### src/rtl/ps2_pkg.sv
// Shared constants, state encoding and event layout for the PS/2 scan-code decoder.
package ps2_pkg;

   localparam logic [7:0] PS2_EXT_PREFIX = 8'hE0;
   localparam logic [7:0] PS2_BRK_PREFIX = 8'hF0;
   localparam logic [7:0] PS2_SHIFT_L    = 8'h12;
   localparam logic [7:0] PS2_SHIFT_R    = 8'h59;
   localparam int         EVT_W          = 10;

   typedef enum logic [1:0] {
      ST_IDLE    = 2'd0,
      ST_EXT     = 2'd1,
      ST_BRK     = 2'd2,
      ST_EXT_BRK = 2'd3
   } ps2_state_t;

   typedef struct packed {
      logic       ext;
      logic       brk;
      logic [7:0] code;
   } ps2_evt_t;

   // Keyboard status/ack bytes that never form part of a key event.
   function automatic logic is_filtered(input logic [7:0] b);
      case (b)
         8'h00, 8'hAA, 8'hEE, 8'hFA, 8'hFE, 8'hFF: return 1'b1;
         default:                                   return 1'b0;
      endcase
   endfunction

endpackage

### src/rtl/ps2_key_fifo.sv
// Synchronous show-ahead FIFO; head entry is visible combinationally, reads as zero when empty.
module ps2_key_fifo #(
   parameter int DEPTH = 4,
   parameter int WIDTH = 10
) (
   input  logic             clk,
   input  logic             rst_n,
   input  logic             i_wr,
   input  logic [WIDTH-1:0] i_wr_data,
   input  logic             i_rd,
   output logic [WIDTH-1:0] o_rd_data,
   output logic             o_full,
   output logic             o_empty
);

   localparam int AW = $clog2(DEPTH);

   logic [WIDTH-1:0] r_mem [DEPTH];
   logic [AW:0]      r_wptr;
   logic [AW:0]      r_rptr;
   logic             w_wr_en;
   logic             w_rd_en;

   assign o_empty = (r_wptr == r_rptr);
   assign o_full  = (r_wptr[AW] != r_rptr[AW]) && (r_wptr[AW-1:0] == r_rptr[AW-1:0]);

   // A write while full is still accepted when a pop frees the head slot in the same cycle.
   assign w_rd_en = i_rd && !o_empty;
   assign w_wr_en = i_wr && (!o_full || w_rd_en);

   always_ff @(posedge clk or negedge rst_n) begin
      if (!rst_n) begin
         r_wptr <= '0;
         r_rptr <= '0;
      end else begin
         if (w_wr_en) r_wptr <= r_wptr + 1'b1;
         if (w_rd_en) r_rptr <= r_rptr + 1'b1;
      end
   end

   always_ff @(posedge clk) begin
      if (w_wr_en) r_mem[r_wptr[AW-1:0]] <= i_wr_data;
   end

   assign o_rd_data = o_empty ? '0 : r_mem[r_rptr[AW-1:0]];

endmodule

### src/rtl/ps2_key_decoder.sv
// Folds E0/F0 prefixes into key events, tracks shift state and queues events for the application.
//
//   state      | meaning
//   -----------+-----------------------------------------------
//   ST_IDLE    | no prefix pending
//   ST_EXT     | 0xE0 seen, next key byte is extended
//   ST_BRK     | 0xF0 seen, next key byte is a release
//   ST_EXT_BRK | 0xE0 then 0xF0 seen, extended release pending
module ps2_key_decoder
   import ps2_pkg::*;
#(
   parameter int FIFO_DEPTH = 4
) (
   input  logic       clk,
   input  logic       reset,
   input  logic       rx_done_tick,
   input  logic [7:0] rx_data,
   input  logic       key_rd,
   input  logic       ovf_clr,
   output logic       key_valid,
   output logic [7:0] key_code,
   output logic       key_ext,
   output logic       key_break,
   output logic       shift_held,
   output logic       overflow
);

   ps2_state_t             r_state;
   ps2_state_t             w_state_nxt;
   ps2_evt_t               w_evt;
   logic                   w_evt_wr;
   logic                   w_full;
   logic                   w_empty;
   logic                   w_pop;
   logic                   w_drop;
   logic [EVT_W-1:0]       w_head;
   logic                   r_shift_l;
   logic                   r_shift_r;
   logic                   r_overflow;

   always_ff @(posedge clk or negedge reset) begin
      if (!reset) r_state <= ST_IDLE;
      else        r_state <= w_state_nxt;
   end

   always_comb begin
      w_state_nxt = r_state;
      w_evt_wr    = 1'b0;
      w_evt.ext   = (r_state == ST_EXT) || (r_state == ST_EXT_BRK);
      w_evt.brk   = (r_state == ST_BRK) || (r_state == ST_EXT_BRK);
      w_evt.code  = rx_data;
      if (rx_done_tick) begin
         if (rx_data == PS2_EXT_PREFIX) begin
            w_state_nxt = ST_EXT;
         end else if (rx_data == PS2_BRK_PREFIX) begin
            case (r_state)
               ST_IDLE: w_state_nxt = ST_BRK;
               ST_EXT:  w_state_nxt = ST_EXT_BRK;
               default: w_state_nxt = r_state;
            endcase
         end else if (is_filtered(rx_data)) begin
            w_state_nxt = ST_IDLE;
         end else begin
            w_evt_wr    = 1'b1;
            w_state_nxt = ST_IDLE;
         end
      end
   end

   // Shift follows non-extended make/break even when the event itself is dropped.
   always_ff @(posedge clk or negedge reset) begin
      if (!reset) begin
         r_shift_l <= 1'b0;
         r_shift_r <= 1'b0;
      end else if (w_evt_wr && !w_evt.ext) begin
         if (w_evt.code == PS2_SHIFT_L) r_shift_l <= !w_evt.brk;
         if (w_evt.code == PS2_SHIFT_R) r_shift_r <= !w_evt.brk;
      end
   end

   assign w_pop  = key_rd && !w_empty;
   assign w_drop = w_evt_wr && w_full && !w_pop;

   always_ff @(posedge clk or negedge reset) begin
      if (!reset)       r_overflow <= 1'b0;
      else if (w_drop)  r_overflow <= 1'b1;
      else if (ovf_clr) r_overflow <= 1'b0;
   end

   ps2_key_fifo #(
      .DEPTH (FIFO_DEPTH),
      .WIDTH (EVT_W)
   ) u_fifo (
      .clk       (clk),
      .rst_n     (reset),
      .i_wr      (w_evt_wr),
      .i_wr_data (w_evt),
      .i_rd      (key_rd),
      .o_rd_data (w_head),
      .o_full    (w_full),
      .o_empty   (w_empty)
   );

   assign key_valid  = !w_empty;
   assign key_ext    = w_head[9];
   assign key_break  = w_head[8];
   assign key_code   = w_head[7:0];
   assign shift_held = r_shift_l || r_shift_r;
   assign overflow   = r_overflow;

endmodule

### config.mk
export PLATFORM = sky130hd
export DESIGN_NAME = ps2_key_decoder
export DESIGN_NICKNAME = d
export VERILOG_FILES = /design/src/rtl/ps2_pkg.sv /design/src/rtl/ps2_key_fifo.sv /design/src/rtl/ps2_key_decoder.sv
export SDC_FILE = /design/constraint.sdc
export NUM_CORES = 1
export LEC_CHECK = 0
export BUFFER_PORTS_ARGS = -buffer_cell sky130_fd_sc_hd__buf_2
export CORE_MARGIN = 5
export CORE_UTILIZATION = 47
export CTS_BUF_LIST = sky130_fd_sc_hd__clkbuf_16
export DETAILED_ROUTE_END_ITERATION = 10
export PLACE_DENSITY_LB_ADDON = 0.12
export SETUP_SLACK_MARGIN = 0.5
export SYNTH_ARGS = -nofsm -noshare
export SYNTH_HDL_FRONTEND = slang
export SYNTH_SLANG_ARGS = --single-unit
export TNS_END_PERCENT = 100
### constraint.sdc
create_clock -name clk -period 6.4 [get_ports clk]
set_clock_uncertainty 0.2 [all_clocks]
set_input_delay 0.96 -clock clk [delete_from_list [all_inputs] [get_ports clk]]
set_output_delay 0.96 -clock clk [all_outputs]
set_load 0.02 [all_outputs]
Word-level counts from Yosys, hierarchy flattened:

Memories as Yosys holds them, arrays and structs flattened.
Index checks and enable logic that the tools add are counted.

* add/sub/neg operators: 2
* eq/ne operators: 16
* multiplexer cells: 16
* reduce and logical (&&, ||, !) cells: 22

Operators by type and width (count)
* == test 8 bit, second input constant: 7
* two-way mux 1 bit: 12
* two-way mux 10 bit: 1
* == test 8 x 5 -> 1 bit, second input constant: 1
* == test 8 x 7 -> 1 bit, second input constant: 1
* zero test 8 bit: 1
* adder 3 x 1 -> 3 bit, second input constant: 2
* logical AND 1 bit: 6
* AND reduction 2 bit: 3
* OR reduction 6 bit: 1
* zero test 1 bit: 5
* == test 2 bit, second input constant: 2
* logical OR 1 bit: 4
* two-way mux 2 bit: 2
* inequality test 4 x 3 -> 1 bit, second input constant: 1
* one-hot mux 2 bit (2 select lines): 1
* == test 3 bit: 1
* == test 2 x 1 -> 1 bit, second input constant: 1
* == test 2 bit: 1
* zero test 2 bit: 1
* nonzero test 2 bit: 1
* inequality test 1 bit: 1

* register bits after elaboration: 11
* RAM bits: 40
* input port bits: 13
* word-level logic and storage cells: 63
* memories: 1

Memory list
* u_fifo.r_mem: words 4, bits a word 10, read ports 1, clocked after Yosys merged registers in 0, wr ports 1, line ps2_key_fifo.sv:18 `logic [WIDTH-1:0] r_mem [DEPTH];`

Longest topological paths before layout:

Gate-level depths: netlist (run 1).

* word-level depth: 13
* gate-level depth with buffers: 4
* mapped depth without buffers: 4

Cells and area by module:

A second synthesis (run 1) with hierarchy kept.

* cells, all modules: 137
* area, all modules: 2268.4 µm²

Modules (own cells, without submodules)
* ps2_key_fifo: times used 1, cells each 98, area each 1919.3 µm², sequential area each 1351.3 µm²
* ps2_key_decoder: times used 1, cells each 39, area each 349.1 µm², sequential area each 125.1 µm²

Least setup slack after synthesis (run 1):

OpenSTA, ideal clock, no wires.

* kind: input -> register
* start: input port rx_data[6]
* end: memory u_fifo.r_mem[3][0] (enable)
* arrival time: 2.153 ns
* data required time: 5.812 ns
* slack: 3.659 ns
* cell stages on the path: 3
* path buffers: 0
* cell sequence: nor4b_1 > a41o_1 > nor4_2

* longest elaborated chain between the ends: 13
* elaborated cells on any way between the ends: 20
* classes of those cells: eq/ne: 7; mux: 10; reduce/logical: 3

Ends and longest elaborated chain
* from (decl): line ps2_key_decoder.sv:17 `input logic [7:0] rx_data,`
* == test 8 bit / zero test 8 bit (equally long branches): line ps2_pkg.sv:25 `case (b)`
* OR reduction 6 bit: line ps2_pkg.sv:25
* two-way mux 1 bit: line ps2_pkg.sv:25
* two-way mux 1 bit: line ps2_key_decoder.sv:55 `end else if (rx_data == PS2_BRK_PREFIX) begin`
* two-way mux 1 bit: line ps2_key_decoder.sv:53 `if (rx_data == PS2_EXT_PREFIX) begin`
* two-way mux 1 bit: line ps2_key_decoder.sv:52 `if (rx_done_tick) begin`
* two-way mux 1 bit: line ps2_key_decoder.sv:61 `end else if (is_filtered(rx_data)) begin`
* two-way mux 1 bit: line ps2_key_decoder.sv:55
* two-way mux 1 bit *: line ps2_key_decoder.sv:53
* two-way mux 1 bit *: line ps2_key_decoder.sv:52
* logical AND 1 bit *: line ps2_key_fifo.sv:29 `assign w_wr_en = i_wr && (!o_full || w_rd_en);`
* two-way mux 1 bit *: line ps2_key_fifo.sv:42 `if (w_wr_en) r_mem[r_wptr[AW-1:0]] <= i_wr_data;`
* two-way mux 1 bit (not written as such) *: line ps2_key_fifo.sv:42
* to (decl): line ps2_key_fifo.sv:18

Mark *: on every way between the ends. The rest lies on a longest branch, timed or not. The select of a mux whose other input is x is not followed.

Worst setup path in the final report (run 1):

* start: register u_fifo.r_rptr[0]
* end: output port key_code[5]

* longest elaborated chain between the ends: 2
* elaborated cells on any way between the ends: 3
* classes of those cells: eq/ne: 1; mux: 1; memory: 1

Ends and longest elaborated chain
* from (decl): line ps2_key_fifo.sv:20 `logic [AW:0] r_rptr;`
* from (signal assigned): line ps2_key_fifo.sv:37 `if (w_rd_en) r_rptr <= r_rptr + 1'b1;`
* memory (4 x 10 bit) / == test 3 bit (equally long branches)
* two-way mux 10 bit *: line ps2_key_fifo.sv:45 `assign o_rd_data = o_empty ? '0 : r_mem[r_rptr[AW-1:0]];`
* to (decl): line ps2_key_decoder.sv:21 `output logic [7:0] key_code,`

Mark *: on every way between the ends. The rest lies on a longest branch, timed or not.

==> run summary, run 1 <==
- count of different cell masters after synthesis: 37
- DR DRC count: 0
- via count of the first global-routing pass: 1369
- post-route setup TNS: 0 ns
- Peak Freq: 289 MHz
- Diodes inserted: 0
- wire length of the first global-routing pass: 6920 um
- Worst Max-Slew Pin Slew: 0.876 ns
- Die W: 79.2 um
- synthesized area: 2250 um^2
- Relative slew margins: 41.2%
- register bit count reported by yosys: 51
- Warnings, synthesis: 0
- Slew Viols, Final: 0
- CTS clock-pin slew for the worst setup and hold paths: 0.06 ns
- most common library cell in the layout ignoring fill and taps: edfxtp_1
- period utilisation layout: 54.1%
- area share of the largest cell type after synthesis: 53.4%
- clock tree from TritonCTS: built
- proportion of synthesized chip area in sequential cells: 65.6%
- # H-tree levels: 2
- count of fill cells added during filler insertion: 381
- setup repair bufs after CTS: 0
- average vias per placed instance: 5.74
- overall power after layout: 1.20 mW
- final critical path time including I/O delays and setup: 3.47 ns
- port bufs: 25
- Worst setup EP type: output port
- total number of nets in the final design: 178
- largest net degree at the start of global routing: 16
- post-synth top area cell: edfxtp_1
- endpoints failing hold: 0
- Boundary Pins: 26
- count of TritonRoute iterations in the first routing pass: 4
- average routed wire per standard cell: 19.1 um
- routability-driven placement congestion ratio: 0.786
- post-route non-filler standard cell count: 215
- most frequent cells in the layout: 40 x edfxtp_1, 25 x buf_2, 13 x and2_1
- cell-by-cell listing of the critical path: xor2_1 > or3b_1 > and2_1 > buf_2
- WHS: 0.282 ns
- Max rail drop VDD: 0.144 mV
- residual overflow from global routing: 0
- Crit path largest cell delay: 0.82 ns
- standard-cell rows: 25
- Leakage Power: 0.962 nW
- max cap viols: 0
- Synth-to-Final Area Change: 14.3%
- Detailed Route Iter0 Violations: 94
- power per cell area: 467 nW/um^2
- share of layout cells above drive strength 1: 31.7%
- DRT antenna net count: 0
- final design utilization: 54.8%
- number of buffers on the longest clock path: 2
- antenna violations before repair: 0
- Post-Syn Instances: 133
- Num CTS Buffers: 5
- Synth Net Count: 151
- Post-Synthesis Mean Instance Area: 16.9 um^2
- core footprint: 4690 um^2
- Hold-fix buffers, CTS: 0
- CTS Root Buffer Type: clkbuf_16
- leading cell types by total area after synthesis: edfxtp_1 53%, dfrtp_1 12%, mux4_2 10%, and2_1 3.6%, ha_1 2.8%
- die height: 79.2 um
- Post-Place Cells: 207
- global-route usage over all layers: 14.9%
- maximum net fanout on the critical path: 13
- final WL: 4110 um
- startpoint class of the critical path: register
- clk_lat worst skew: 0.28 ns
- post-DP HPWL: 2890 um
- sinks on the clock net: 51
- endpoints failing setup: 0
- critical path class: register to output port
- CTS-repair resized insts: 0
- outcome: complete, no violations
- min-delay worst type: register to register
- Crit path arrival time: 2.31 ns
- total via count after detailed routing: 1235
- Initial Util: 47.9%
- required time worst endpoint: 5.24 ns
- die area: 6270 um^2
- RSZ-0062 raised after global routing: no
- slowest cell on the critical path: dfrtp_1
final cells by class:
class                           count  area [um^2]  share of cell area [%]
Timing Repair Buffer               25          125                    4.86
Clock inverter                      3         16.3                   0.632
Clock buffer                        5          125                    4.86
Sequential cell                    51         1480                    57.4
Inverter                            6         22.5                   0.875
Tap cell                           54         67.6                    2.63
Multi-Input combinational cell     71          739                    28.7
Yosys cell counts:
cell type  number
nand3_1         3
xor2_1          3
mux2_2          1
clkbuf_1        4
or3b_1          1
o2bb2ai_1       1
a21oi_4         1
mux4_2         10
xnor2_1         3
o41ai_1         1
or4_4           1
o21ai_0         1
nor4_2          2
a41oi_1         1
a211oi_2        1
buf_2           1
nand4_1         1
a31oi_1         1
or4_1           1
nor4b_1         3
o21bai_1        1
dfrtp_1        11
or2_2           1
a22o_1          1
nor4_4          1
nor3_1          2
edfxtp_1       40
nor2b_1         1
nor2_1          1
inv_1           6
xnor2_2         1
nand2_1         5
mux2_4          1
and2_1         13
ha_1            5
a41o_1          1
o21a_1          1
report_power, final:
part           internal [mW]  leakage [nW]  switching (mW)  total, mW
clock network          0.143        0.0726           0.105      0.248
registers              0.438         0.511          0.0673      0.505
logic                  0.204         0.378           0.244      0.448
total                  0.784         0.962           0.417       1.20
per-stage QoR:
| stage | setup WS (ns) | cell area, um^2 |
|---|---|---|
| floorplan | 3.66 | 2250 |
| global placement | 3.20 | 2430 |
| detailed placement | 3.16 | 2430 |
| CTS | 2.85 | 2570 |
| global route | 2.67 | 2570 |
| finish | 2.93 | 2570 |
flip-flops by register name (all words and copies together), names as in the netlist:
register / cells
overflow: 1
r_shift_l: 1
r_shift_r: 1
r_state: 2
u_fifo.r_mem: 40
u_fifo.r_rptr: 3
u_fifo.r_wptr: 3
kinds of logic (layout without fill, tap and decap cells):
logic type / after synthesis / in the layout / synth area share [%]
fa+ha+maj: 5 / 5 / 2.78
xor+xnor: 7 / 7 / 3.06
simple gates: 36 / 36 / 11.0
flops: 51 / 51 / 65.6
buf+inv: 11 / 39 / 1.89
compound gates: 11 / 11 / 4.45
mux: 12 / 12 / 11.2
critical path: cells and delay by family, from the launching register on:
family / cells / cell delay, ns
simple gates: 2 / 0.83
flops: 1 / 0.82
xor+xnor: 1 / 0.22
buf+inv: 1 / 0.15
path summary, 6_finish.rpt:
check	startpoint	to	slack, ns	depth (start not counted)
max reg2reg	u_fifo.r_rptr[0]	u_fifo.r_mem[2][4]	3.70	4
max in group asynchronous	reset	u_fifo.r_rptr[1]	5.44	1
min	r_shift_l	r_shift_l	0.28	2
min in group asynchronous	reset	r_state[1]	0.34	1
min reg2reg	r_shift_l	r_shift_l	0.28	2
max	u_fifo.r_rptr[0]	key_code[5]	2.93	4
routing by layer:
metal	GRT usage (%)	share of wire, %	vias up
li1	-	-	570
met2	24.6	50	36
met4	5.67	0.61	0
met1	19.2	42	627
met3	3.17	6.8	2
met5	0	0	-
(Power assumes the default switching activity.)
==> run 2, diff against run 1 <==
==> constraint.sdc (replaced) <==
create_clock -name clk -period 3.4 [get_ports clk]
set_clock_uncertainty 0.2 [all_clocks]
set_input_delay 0.51 -clock clk [delete_from_list [all_inputs] [get_ports clk]]
set_output_delay 0.51 -clock clk [all_outputs]
set_load 0.02 [all_outputs]
==> run summary, run 2 (same netlist as run 1, synthesis figures left out) <==
- count of TritonRoute iterations in the first routing pass: 5
- number of buffers on the longest clock path: 2
- sinks on the clock net: 51
- WHS: 0.293 ns
- Synth-to-Final Area Change: 16.1%
- outcome: complete, no violations
- min-delay worst type: primary input to register
- Initial Util: 47.9%
- standard-cell rows: 25
- RSZ-0062 raised after global routing: no
- most frequent cells in the layout: 40 x edfxtp_1, 25 x buf_2, 13 x and2_1
- average routed wire per standard cell: 19.5 um
- max cap viols: 0
- Reg2Reg Depth: 4
- startpoint class of the critical path: register
- clk_lat worst skew: 0.28 ns
- WHS Path Cells: 3
- maximum net fanout on the critical path: 13
- total via count after detailed routing: 1237
- Relative slew margins: 65.5%
- setup repair bufs after CTS: 0
- final WL: 4230 um
- # H-tree levels: 2
- Worst setup EP type: output port
- die height: 79.2 um
- Placement Setup Slack: 0.782 ns
- Die W: 79.2 um
- Peak Freq: 369 MHz
- share of layout cells above drive strength 1: 33.7%
- required time worst endpoint: 2.69 ns
- core footprint: 4690 um^2
- most common library cell in the layout ignoring fill and taps: edfxtp_1
- DRT antenna net count: 0
- power per cell area: 906 nW/um^2
- post-route setup TNS: 0 ns
- final design utilization: 55.7%
- Max rail drop VDD: 0.337 mV
- Post-Place Cells: 209
- largest net degree at the start of global routing: 16
- Leakage Power: 0.978 nW
- die area: 6270 um^2
- total number of nets in the final design: 181
- antenna violations before repair: 0
- CTS clock-pin slew for the worst setup and hold paths: 0.06 ns
- via count of the first global-routing pass: 1367
- endpoints failing setup: 0
- CTS Root Buffer Type: clkbuf_16
- flip-flop count of the largest register after layout: 40
- wire length of the first global-routing pass: 7130 um
- residual overflow from global routing: 0
- period utilisation layout: 79.8%
- final worst-path setup slack: 0.686 ns
- final critical path time including I/O delays and setup: 2.71 ns
- post-route non-filler standard cell count: 217
- Boundary Pins: 26
- Num CTS Buffers: 5
- Crit path arrival time: 2.00 ns
- DR DRC count: 0
- critical path class: register to output port
- global-route usage over all layers: 15.6%
- Detailed Route Iter0 Violations: 83
- port bufs: 25
- Worst Max-Slew Pin Slew: 0.510 ns
- average vias per placed instance: 5.70
- endpoints failing hold: 0
- post-DP HPWL: 2990 um
- routability-driven placement congestion ratio: 0.716
- Diodes inserted: 0
- clock tree from TritonCTS: built
- Slew Viols, Final: 0
run 2: worst paths after layout:
| kind | start | to | slack, ns |
|---|---|---|---|
| worst max-delay path | u_fifo.r_rptr[1] | key_code[0] | 0.69 |
| worst min-delay path | rx_done_tick | r_state[1] | 0.29 |
| worst min register to register | r_shift_l | r_shift_l | 0.30 |
| min in group asynchronous | reset | r_shift_r | 0.42 |
| max in group asynchronous | reset | u_fifo.r_rptr[1] | 2.36 |
| worst max register to register | u_fifo.r_rptr[1] | u_fifo.r_mem[2][1] | 0.99 |
run 2: routing by layer:
metal	routed length [um]	vias to the layer above	track usage, %	part of all wire (%)
li1	-	576	-	-
met1	1850	630	19.6	44
met2	2180	26	26.4	51
met3	180	5	4.31	4.3
met4	33	0	4.64	0.78
met5	0	-	0	0
run 2: cell type report:
cell class	count	area, um^2
repair buffers	28	150
clock buffers	5	125
inverters	6	22.5
multi-input cells	71	731
clock inverters	2	37.5
well taps	54	67.6
flip-flops and latches	51	1480
fillers	390	2080
run 2: metrics by stage:
stage / total power [mW] / area (um^2)
final: 2.37 / 2610
after global routing: 2.51 / 2610
after global placement: 1.82 / 2440
after detailed placement: 1.84 / 2440
after CTS: 2.40 / 2610
after floorplan: 1.56 / 2250
run 2: worst max-delay path: stages (launching register included):
cell and delay, ns:
dfrtp_2 0.53, xor2_1 0.24, or3b_1 0.56, and2_1 0.22
buf_2 0.15
run 2: report_power, final:
| group | internal (mW) | switching [mW] | total, mW |
|---|---|---|---|
| clock network | 0.343 | 0.205 | 0.547 |
| registers | 0.826 | 0.0950 | 0.921 |
| logic | 0.395 | 0.503 | 0.898 |
run 2: repair_timing:
action | 4_1_cts | 5_1_grt
hold buffers | 1 | 0
setup endpoints to repair | 10 | 0
gates resized for setup | 1 | 0
hold endpoints to repair | 11 | 0
==> run 3, diff against run 2 <==
==> constraint.sdc (replaced) <==
create_clock -name clk -period 2.3 [get_ports clk]
set_clock_uncertainty 0.2 [all_clocks]
set_input_delay 0.345 -clock clk [delete_from_list [all_inputs] [get_ports clk]]
set_output_delay 0.345 -clock clk [all_outputs]
set_load 0.02 [all_outputs]
==> run summary, run 3 (same netlist as run 1, synthesis figures left out) <==
- RSZ-0062 raised after global routing: yes
- Synth-to-Final Area Change: 36.0%
- core footprint: 4690 um^2
- most common library cell in the layout ignoring fill and taps: edfxtp_1
- CTS clock-pin slew for the worst setup and hold paths: 0.06 ns
- Diodes inserted: 0
- CTS Root Buffer Type: clkbuf_16
- Placement Setup Slack: 0.108 ns
- overall power after layout: 4.62 mW
- outcome: complete, no violations
- wire length of the first global-routing pass: 7920 um
- total number of nets in the final design: 206
- Peak Freq: 442 MHz
- share of layout cells above drive strength 1: 55.0%
- Detailed Route Iter0 Violations: 84
- die area: 6270 um^2
- most frequent cells in the layout: 40 x edfxtp_1, 19 x buf_6, 16 x and2_4
- slowest cell on the critical path: or3b_4
- clk_lat worst skew: 0.29 ns
- max cap viols: 0
- period utilisation layout: 98.4%
- Max rail drop VDD: 0.826 mV
- final critical path time including I/O delays and setup: 2.26 ns
- average vias per placed instance: 5.70
- WHS: 0.120 ns
- count of TritonRoute iterations in the first routing pass: 4
- final WL: 5150 um
- Die W: 79.2 um
- final worst-path setup slack: 0.0361 ns
- required time worst endpoint: 1.75 ns
- post-route non-filler standard cell count: 243
- cell-by-cell listing of the critical path: xnor2_2 > or3b_4 > and2_4 > buf_6
- maximum net fanout on the critical path: 7
- die height: 79.2 um
- Num CTS Buffers: 5
- Post-Place Cells: 214
- clock tree from TritonCTS: built
- residual overflow from global routing: 0
- Crit path largest cell delay: 0.48 ns
- Boundary Pins: 26
- antenna violations before repair: 0
- routability-driven placement congestion ratio: 0.801
- critical path class: register to output port
- port bufs: 25
- Slew Viols, Final: 0
- Relative slew margins: 63.4%
- Leakage Power: 1.19 nW
- Initial Util: 47.9%
- endpoints failing hold: 0
- standard-cell rows: 25
- DR DRC count: 0
- Crit path arrival time: 1.72 ns
- total via count after detailed routing: 1385
- via count of the first global-routing pass: 1416
- Worst setup EP type: output port
- sinks on the clock net: 51
- min-delay worst type: primary input to register
- power per cell area: 1510 nW/um^2
- startpoint class of the critical path: register
- average routed wire per standard cell: 21.2 um
- # H-tree levels: 2
- global-route usage over all layers: 17.7%
- DRT antenna net count: 0
- endpoints failing setup: 0
- Worst Max-Slew Pin Slew: 0.542 ns
- largest net degree at the start of global routing: 16
- post-DP HPWL: 2900 um
- flip-flop count of the largest register after layout: 40
- number of buffers on the longest clock path: 2
run 3: cell count changes in the layout (fill, tap and decap cells not counted), sizes merged:
cell,previous run,this run
and2,13,16
buf,27,48
bufinv,1,0
clkinv,0,2
or3b,1,2
run 3: final timing paths:
path	from	endpoint	slack, ns	cells after the start
worst max-delay path	u_fifo.r_rptr[2]	key_code[0]	0.04	4
worst min-delay path	rx_done_tick	r_state[1]	0.12	3
worst max register to register	u_fifo.r_rptr[2]	u_fifo.r_rptr[1]	0.22	6
worst min register to register	r_shift_l	r_shift_l	0.29	2
max in group asynchronous	reset	u_fifo.r_wptr[0]	1.42	2
min in group asynchronous	reset	u_fifo.r_rptr[0]	0.26	2
run 3: cell type report:
cell class | count | area (um^2)
clock buffers | 5 | 125
clock inverters | 3 | 15.0
fillers | 335 | 1630
inverters | 6 | 22.5
multi-input cells | 75 | 931
flip-flops and latches | 51 | 1480
well taps | 54 | 67.6
repair buffers | 49 | 419
run 3: per-stage QoR:
step | area (um^2) | utilization (%) | TNS, ns
detailed placement | 2530 | 54.0 | 0
global route | 3060 | 65.2 | -0.113
finish | 3060 | 65.2 | 0
CTS | 2930 | 62.4 | 0
floorplan | 2320 | - | 0
global placement | 2530 | 54.0 | 0
run 3: where the power goes:
| group | internal (mW) | switching [mW] |
|---|---|---|
| registers | 1.22 | 0.110 |
| logic | 1.43 | 1.15 |
| clock network | 0.396 | 0.317 |
| total | 3.04 | 1.58 |
run 3: metal layers:
metal	wire length, um	GRT usage [%]	up-vias
met1	2260	22.7	711
met4	115	7.73	0
met2	2550	28.6	35
met5	0	0	-
met3	223	3.97	7
li1	-	-	632
run 3: worst max-delay path: cells and delay by family (launching register included):
kind / cells / cell delay, ns
AND/OR/NAND/NOR: 2 / 0.65
buffers and inverters: 1 / 0.12
flip-flops: 1 / 0.41
XOR/XNOR: 1 / 0.25
run 3: timing repair:
item	in CTS	in global routing
gates resized for setup	37	18
pin swaps	11	11
cloned	4	0
buffers inserted	11	5
endpoints found under the hold margin	11	0
hold buffers	1	0
endpoints found under the setup margin	56	56
